### config.mk
export PLATFORM = sky130hd
export DESIGN_NAME = usb_cdc_multi_config
export DESIGN_NICKNAME = d
export VERILOG_FILES = /design/src/rtl/usb_cdc_multi_config.sv
export SDC_FILE = /design/constraint.sdc
export NUM_CORES = 1
export LEC_CHECK = 0
export CAP_MARGIN = 20
export CORE_ASPECT_RATIO = 0.7
export CORE_MARGIN = 1
export CORE_UTILIZATION = 40
export CTS_CLUSTER_SIZE = 25
export DETAILED_ROUTE_END_ITERATION = 10
export SLEW_MARGIN = 15
export SYNTH_ARGS = -nofsm -noshare
export SYNTH_HDL_FRONTEND = slang
export SYNTH_SLANG_ARGS = --single-unit
### constraint.sdc
create_clock -name PHY_CLKOUT -period 8.2 [get_ports PHY_CLKOUT]
set_input_delay 2.05 -clock PHY_CLKOUT [delete_from_list [all_inputs] [get_ports PHY_CLKOUT]]
set_output_delay 2.05 -clock PHY_CLKOUT [all_outputs]
set_load 0.02 [all_outputs]
### src/rtl/usb_cdc_multi_config.sv
// EP0 CDC-ACM class-request handler for NUM_CH UART channels: decodes line-coding,
// control-line and break requests, commits validated line coding and streams GET replies.
`timescale 1ns/1ps
module usb_cdc_multi_config #(
  parameter int          NUM_CH        = 2,
  parameter int          IF_STRIDE     = 2,
  parameter logic [3:0]  CFG_ENDPT     = 4'h0,
  parameter int unsigned DEF_BAUD      = 115200,
  parameter int          DEF_DATA_BITS = 8,
  parameter int          CLK_PER_MS    = 60000
) (
  input  logic                  PHY_CLKOUT,
  input  logic                  RESET_IN,
  input  logic                  setup_active,
  input  logic [3:0]            endpt_sel,
  input  logic                  usb_rxval,
  input  logic                  usb_rxact,
  input  logic [7:0]            usb_rxdat,
  input  logic                  usb_txact,
  input  logic                  usb_txpop,
  output logic [11:0]           usb_txdat_len_o,
  output logic [7:0]            endpt0_dat_o,
  output logic                  endpt0_send_o,
  output logic [32*NUM_CH-1:0]  baud_o,
  output logic [8*NUM_CH-1:0]   stop_o,
  output logic [8*NUM_CH-1:0]   parity_o,
  output logic [8*NUM_CH-1:0]   data_bits_o,
  output logic [NUM_CH-1:0]     dtr_o,
  output logic [NUM_CH-1:0]     rts_o,
  output logic [NUM_CH-1:0]     break_o,
  output logic [NUM_CH-1:0]     cfg_update_o,
  output logic                  cfg_err_o
);

  localparam int CH_W  = (NUM_CH > 1) ? $clog2(NUM_CH) : 1;
  localparam int PRE_W = (CLK_PER_MS > 1) ? $clog2(CLK_PER_MS) : 1;

  localparam logic [7:0] REQ_SET_LC   = 8'h20;
  localparam logic [7:0] REQ_GET_LC   = 8'h21;
  localparam logic [7:0] REQ_SET_CLS  = 8'h22;
  localparam logic [7:0] REQ_SEND_BRK = 8'h23;

  // ---------------------------------------------------------------------------
  // Setup packet capture
  // ---------------------------------------------------------------------------
  logic [7:0] setup_q [8];
  logic [3:0] setup_idx;
  logic       setup_wr;
  logic       decode;

  assign setup_wr = setup_active && usb_rxval && (setup_idx != 4'd8);
  assign decode   = setup_wr && (setup_idx == 4'd7);

  always_ff @(posedge PHY_CLKOUT) begin
    if (RESET_IN) begin
      setup_idx <= '0;
      // NOTE: this eight-byte buffer is cleared on reset like every other register; a large RAM would normally be left unreset.
      for (int i = 0; i < 8; i++) setup_q[i] <= '0;
    end else if (!setup_active) begin
      setup_idx <= '0;
    end else if (setup_wr) begin
      // NOTE: non-blocking assignments let every register in this edge see pre-edge values.
      setup_q[setup_idx[2:0]] <= usb_rxdat;
      setup_idx               <= setup_idx + 4'd1;
    end
  end

  // Decode uses the seven stored bytes plus wLength's high byte still on the bus.
  logic [7:0]      b_request;
  logic [15:0]     w_value, w_index, w_length, ch_quot;
  logic            ch_ok, req_known, dec_valid;
  logic [CH_W-1:0] dec_ch;

  always_comb begin
    // NOTE: every signal here is assigned on every path, so no latch can be inferred.
    b_request = setup_q[1];
    w_value   = {setup_q[3], setup_q[2]};
    w_index   = {setup_q[5], setup_q[4]};
    w_length  = {usb_rxdat, setup_q[6]};
    ch_quot   = w_index / 16'(IF_STRIDE);
    ch_ok     = ((w_index % 16'(IF_STRIDE)) == 16'd0) && (ch_quot < 16'(NUM_CH));
    dec_ch    = ch_quot[CH_W-1:0];
    req_known = (b_request >= REQ_SET_LC) && (b_request <= REQ_SEND_BRK);
  end

  assign dec_valid = decode && ch_ok;

  // ---------------------------------------------------------------------------
  // SET_LINE_CODING shadow buffer and validation
  // ---------------------------------------------------------------------------
  logic [7:0]      shadow [7];
  logic [2:0]      sh_cnt;
  logic            set_pend;
  logic [CH_W-1:0] set_ch;
  logic            commit_q, commit_ok;
  logic            out_wr, lc_valid;
  logic [31:0]     sh_baud;

  assign out_wr  = !setup_active && usb_rxact && (endpt_sel == CFG_ENDPT) && usb_rxval;
  assign sh_baud = {shadow[3], shadow[2], shadow[1], shadow[0]};
  assign lc_valid = (sh_baud != 32'd0) && (shadow[4] <= 8'd2) && (shadow[5] <= 8'd4) &&
                    (usb_rxdat inside {8'd5, 8'd6, 8'd7, 8'd8, 8'd16});

  always_ff @(posedge PHY_CLKOUT) begin
    if (RESET_IN) begin
      sh_cnt    <= '0;
      set_pend  <= 1'b0;
      set_ch    <= '0;
      commit_q  <= 1'b0;
      commit_ok <= 1'b0;
      for (int i = 0; i < 7; i++) shadow[i] <= '0;
    end else begin
      commit_q <= 1'b0;
      if (setup_active) begin
        sh_cnt   <= '0;
        set_pend <= 1'b0;
        if (dec_valid && (b_request == REQ_SET_LC)) begin
          set_pend <= 1'b1;
          set_ch   <= dec_ch;
        end
      end else if (out_wr && set_pend) begin
        shadow[sh_cnt] <= usb_rxdat;
        if (sh_cnt == 3'd6) begin
          set_pend  <= 1'b0;
          commit_q  <= 1'b1;
          commit_ok <= lc_valid;
        end else begin
          sh_cnt <= sh_cnt + 3'd1;
        end
      end
    end
  end

  // ---------------------------------------------------------------------------
  // Per-channel line coding, control lines and status pulses
  // ---------------------------------------------------------------------------
  logic [31:0]       baud_q   [NUM_CH];
  logic [7:0]        stop_q   [NUM_CH];
  logic [7:0]        parity_q [NUM_CH];
  logic [7:0]        dbits_q  [NUM_CH];
  logic [NUM_CH-1:0] dtr_q, rts_q, cfg_update_q;
  logic              cfg_err_q;

  always_ff @(posedge PHY_CLKOUT) begin
    if (RESET_IN) begin
      for (int c = 0; c < NUM_CH; c++) begin
        baud_q[c]   <= 32'(DEF_BAUD);
        stop_q[c]   <= '0;
        parity_q[c] <= '0;
        dbits_q[c]  <= 8'(DEF_DATA_BITS);
      end
      dtr_q        <= '0;
      rts_q        <= '0;
      cfg_update_q <= '0;
      cfg_err_q    <= 1'b0;
    end else begin
      cfg_update_q <= '0;
      cfg_err_q    <= 1'b0;
      if (commit_q) begin
        if (commit_ok) begin
          baud_q[set_ch]       <= sh_baud;
          stop_q[set_ch]       <= shadow[4];
          parity_q[set_ch]     <= shadow[5];
          dbits_q[set_ch]      <= shadow[6];
          cfg_update_q[set_ch] <= 1'b1;
        end else begin
          cfg_err_q <= 1'b1;
        end
      end
      if (decode && req_known && !ch_ok) cfg_err_q <= 1'b1;
      if (dec_valid && (b_request == REQ_SET_CLS)) begin
        dtr_q[dec_ch] <= w_value[0];
        rts_q[dec_ch] <= w_value[1];
      end
    end
  end

  // ---------------------------------------------------------------------------
  // GET_LINE_CODING reply stream and IN transfer length
  // ---------------------------------------------------------------------------
  logic [7:0]      tx_dat_q, tx_next;
  logic            tx_send_q;
  logic [2:0]      tx_idx;
  logic [CH_W-1:0] tx_ch;
  logic [11:0]     len_q;
  logic            tx_pop;

  assign tx_pop = usb_txact && (endpt_sel == CFG_ENDPT) && usb_txpop && tx_send_q;

  // tx_idx is the reply byte currently presented; tx_next is the one after it.
  always_comb begin
    case (tx_idx)
      3'd0:    tx_next = baud_q[tx_ch][15:8];
      3'd1:    tx_next = baud_q[tx_ch][23:16];
      3'd2:    tx_next = baud_q[tx_ch][31:24];
      3'd3:    tx_next = stop_q[tx_ch];
      3'd4:    tx_next = parity_q[tx_ch];
      default: tx_next = dbits_q[tx_ch];
    endcase
  end

  always_ff @(posedge PHY_CLKOUT) begin
    if (RESET_IN) begin
      tx_dat_q  <= '0;
      tx_send_q <= 1'b0;
      tx_idx    <= '0;
      tx_ch     <= '0;
      len_q     <= 12'd7;
    end else if (setup_active) begin
      tx_send_q <= 1'b0;
      if (decode) len_q <= (w_length < 16'd7) ? {9'd0, w_length[2:0]} : 12'd7;
      if (dec_valid && (b_request == REQ_GET_LC)) begin
        tx_send_q <= 1'b1;
        tx_dat_q  <= baud_q[dec_ch][7:0];
        tx_idx    <= '0;
        tx_ch     <= dec_ch;
      end
    end else if (tx_pop) begin
      if (tx_idx == 3'd6) begin
        tx_send_q <= 1'b0;
      end else begin
        tx_idx   <= tx_idx + 3'd1;
        tx_dat_q <= tx_next;
      end
    end
  end

  // ---------------------------------------------------------------------------
  // SEND_BREAK: 0xFFFF holds, 0 releases, otherwise a timed break in ms
  // ---------------------------------------------------------------------------
  logic [NUM_CH-1:0] brk_q;
  logic [15:0]       ms_cnt  [NUM_CH];
  logic [PRE_W-1:0]  pre_cnt [NUM_CH];

  always_ff @(posedge PHY_CLKOUT) begin
    if (RESET_IN) begin
      brk_q <= '0;
      for (int c = 0; c < NUM_CH; c++) begin
        ms_cnt[c]  <= '0;
        pre_cnt[c] <= '0;
      end
    end else begin
      for (int c = 0; c < NUM_CH; c++) begin
        if (dec_valid && (b_request == REQ_SEND_BRK) && (dec_ch == CH_W'(c))) begin
          pre_cnt[c] <= '0;
          brk_q[c]   <= (w_value != 16'h0000);
          ms_cnt[c]  <= (w_value == 16'hFFFF) ? 16'd0 : w_value;
        end else if (ms_cnt[c] != 16'd0) begin
          if (pre_cnt[c] == PRE_W'(CLK_PER_MS - 1)) begin
            pre_cnt[c] <= '0;
            ms_cnt[c]  <= ms_cnt[c] - 16'd1;
            if (ms_cnt[c] == 16'd1) brk_q[c] <= 1'b0;
          end else begin
            pre_cnt[c] <= pre_cnt[c] + PRE_W'(1);
          end
        end
      end
    end
  end

  // ---------------------------------------------------------------------------
  // Output packing
  // ---------------------------------------------------------------------------
  for (genvar k = 0; k < NUM_CH; k++) begin : g_lane
    assign baud_o[32*k +: 32]     = baud_q[k];
    assign stop_o[8*k +: 8]       = stop_q[k];
    assign parity_o[8*k +: 8]     = parity_q[k];
    assign data_bits_o[8*k +: 8]  = dbits_q[k];
  end

  assign dtr_o           = dtr_q;
  assign rts_o           = rts_q;
  assign break_o         = brk_q;
  assign cfg_update_o    = cfg_update_q;
  assign cfg_err_o       = cfg_err_q;
  assign endpt0_dat_o    = tx_dat_q;
  assign endpt0_send_o   = tx_send_q;
  assign usb_txdat_len_o = len_q;

endmodule
==> flow_summary.toml <==
[power]
seqPwrFrac_pct = 51.7
vdd_drop_max_mv = 0.130
p_clk_share_pct = 41.3
internal_power_w = 0.00274
power_density_nw_per_um2 = 200
sw_frac_of_total_pct = 23.7
p_leak_nw = 6.43
combPwrFrac_pct = 6.9
p_sw_w = 0.000854

[drt]
viasPerCell = 5.63
drt-initial-drc-count = 1299
wire_per_inst_um = 22.9
vias = 10600
drc = 0
wirelength_um = 43000
first_pass_iters = 5
final_antenna_net_count = 0

[floorplan]
die-width_um = 233
core.rowCount = 58
io_pins = 161
coreArea_um2 = 36400
dieArea_um2 = 38200
die_h_um = 164
initial_utilization_pct = 41.1

[global_routing]
grt-ovfl-total = 0
antenna_found_initial = 1
grt_max_degree = 58
grt.total_usage_pct = 22.5
grt_pass1_vias = 9943
grt_pass1_wl_um = 63300

[synthesis]
synth.cell_area_um2 = 15000
synth_edf_count = 272
ys_ff_latch = 317
synth_cells = 1241
ys_types = 65
synth_top_flop_cell = "edfxtp_1"
async_flop_share_pct = 0
ys_seq_area_share_pct = 60.7
post_synth.cell_area_avg_um2 = 12.0
yosysWarnings = 0

[timing]
fin_skew_ns = 0.0207
slew_headroom_pct = 28.1
fin_crit_sh_pct = 61.2
hold_viol = 0
tns_ns = 0
tightest_slew_ns = 1.08
layout_setup_ws_ns = 3.18
max_freq_mhz = 199
period_needed_ns = 5.02
setup_viol = 0
slew_violations = 0
rsz0062_at_grt = "no"

[critical_path]
critical_path.startpoint_type = "primary input"
cp_max_fo = 19
crit_chain = "clkdlybuf4s50_1 > and3_1 > and4_1 > a41o_1 > or2_1 > mux2_1"
critPathBufInv = 1
cp_data_required_time_ns = 8.48
critical-path-top-delay-family = "simple AND/OR/NAND/NOR gates"
endpoint_kind = "flop"
critPathSlowestCell = "clkdlybuf4s50_1"
worstSetupPathType = "primary input to flop"
slowest_delay_ns = 0.94
arrival_ns = 5.30

[final_layout]
stdcell_area_um2 = 18000
drive_above_1_share_pct = 6.52
area_delta_synth_final_pct = 20.1
stdcell_count = 1877
layout.nets = 1405
mostFrequentLayoutCell = "edfxtp_1"
utilization_pct = 49.4
final_cell_mix = "edfxtp_1 (272), and2_1 (153), clkdlybuf4s50_1 (151)"
fillCellCount = 3190

[placed_design]
place_ws_ns = 2.69
port_buffers = 151
gp_congestion = 0.964
hpwl_um = 31000
place_inst = 1811
placed_cell_area_um2 = 16800

[min_path]
hold_path_class = "flop to flop"

[cts]
ctsHoldBuffers = 0
insertion_delay_ns = 0.54
cts_resized = 0
cts_root_buffer = "clkbuf_16"
path_clk_slew_ns = 0.07
cts_tree = "yes"
cts_made_buffers = 34
clk_path_buf_depth = 3
postCtsSetupBuffers = 0
htreeDepth = 2
cts.sinks = 317

[flow_run]
maxCapViolCount = 0

[status]
outcome = "finished, final reports clean"
cells in the mapped netlist (all sizes together) (10+ instances only):
library cell | n | area share, %
nand2 | 65 | 1.6
edfxtp | 272 | 55
ha | 16 | 1.3
nand3 | 27 | 0.90
and2 | 153 | 6.4
o31ai | 10 | 0.77
a41o | 24 | 1.6
or3 | 13 | 0.54
xnor2 | 31 | 1.8
or2 | 11 | 0.46
and3 | 12 | 0.50
inv | 31 | 0.78
clkbuf | 52 | 1.3
dfxtp | 45 | 6.0
nor4 | 40 | 1.8
or4 | 15 | 0.78
o22ai | 15 | 0.63
mux2i | 73 | 4.9
buf | 26 | 1.0
o211ai | 11 | 0.55
nor2 | 121 | 3.0
xor2 | 27 | 1.6
nor3 | 39 | 1.3
o21ai | 11 | 0.37
nand4 | 21 | 0.88
cells by family (layout without fill, tap and decap cells):
group                    after synthesis  in the layout  synth area share (%)
AND/OR/NAND/NOR                      550            550                  20.0
flip-flops                           317            317                  60.7
AO/OA/AOI/OAI                        112            112                  6.13
buffers and inverters                110            257                  3.15
multiplexers                          77             77                  5.34
XOR/XNOR                              58             58                  3.40
adder cells (fa/ha/maj)               16             16                  1.34
other                                  1             10                0.0251
registers in the layout, summed over array words and instances, names as in the netlist, 4 cells and up, named ones only:
signal and cells:
baud_q 64, dbits_q 16, endpt0_dat_o 8, ms_cnt 32, parity_q 16, pre_cnt 32
setup_idx 4, setup_q 48, shadow 56, stop_q 16
through the flow:
stage	hold WS, ns	total power (W)
after CTS	0.490	0.00362
after floorplan	0.460	0.00201
final	0.487	0.00360
after global routing	0.499	0.00370
after detailed placement	0.482	0.00214
after global placement	0.475	0.00214
layer usage:
| layer | vias up | track usage (%) | wire length (µm) |
|---|---|---|---|
| li1 | 4812 | - | - |
| met1 | 5241 | 35.6 | 21200 |
| met2 | 440 | 30.7 | 17500 |
| met3 | 70 | 4.29 | 3410 |
| met4 | 0 | 6.30 | 995 |
| met5 | - | 0 | 0 |
power by group through the flow:
stage | Sequential, W | Clock, W | Combinational [W]
2_1_floorplan | 0.00191 | 0 | 0.0000936
3_3_place_gp | 0.00189 | 0 | 0.000246
3_5_place_dp | 0.00190 | 0 | 0.000247
4_1_cts | 0.00186 | 0.00151 | 0.000247
5_1_grt | 0.00187 | 0.00157 | 0.000264
6_report | 0.00186 | 0.00149 | 0.000249
final cells by class:
| cell class | instances | area [µm²] | share of cell area, % |
|---|---|---|---|
| Timing Repair Buffer | 163 | 1630 | 9.09 |
| Inverter | 32 | 120 | 0.669 |
| Sequential cell | 317 | 9070 | 50.5 |
| Clock buffer | 44 | 930 | 5.18 |
| Multi-Input combinational cell | 822 | 5470 | 30.4 |
| Clock inverter | 18 | 134 | 0.746 |
| Antenna cell | 1 | 2.50 | 0.0139 |
| Tap cell | 480 | 601 | 3.34 |
path summary, 6_finish.rpt:
kind / startpoint / end / slack, ns / cells past startpoint
worst max-delay path: setup_active / ms_cnt[1][15] / 3.18 / 6
worst min-delay path: rts_o[0] / rts_o[0] / 0.49 / 2
worst max register to register: ms_cnt[1][11] / ms_cnt[1][2] / 4.58 / 4
worst min register to register: rts_o[0] / rts_o[0] / 0.49 / 2
worst register-to-register path, cell delays in order (launching register included):
cell and delay (ns):
edfxtp_1 0.41, or4_1 0.59, or4_1 0.53, o21ai_1 0.77
nand3_1 0.81
(Power assumes the default switching activity.)
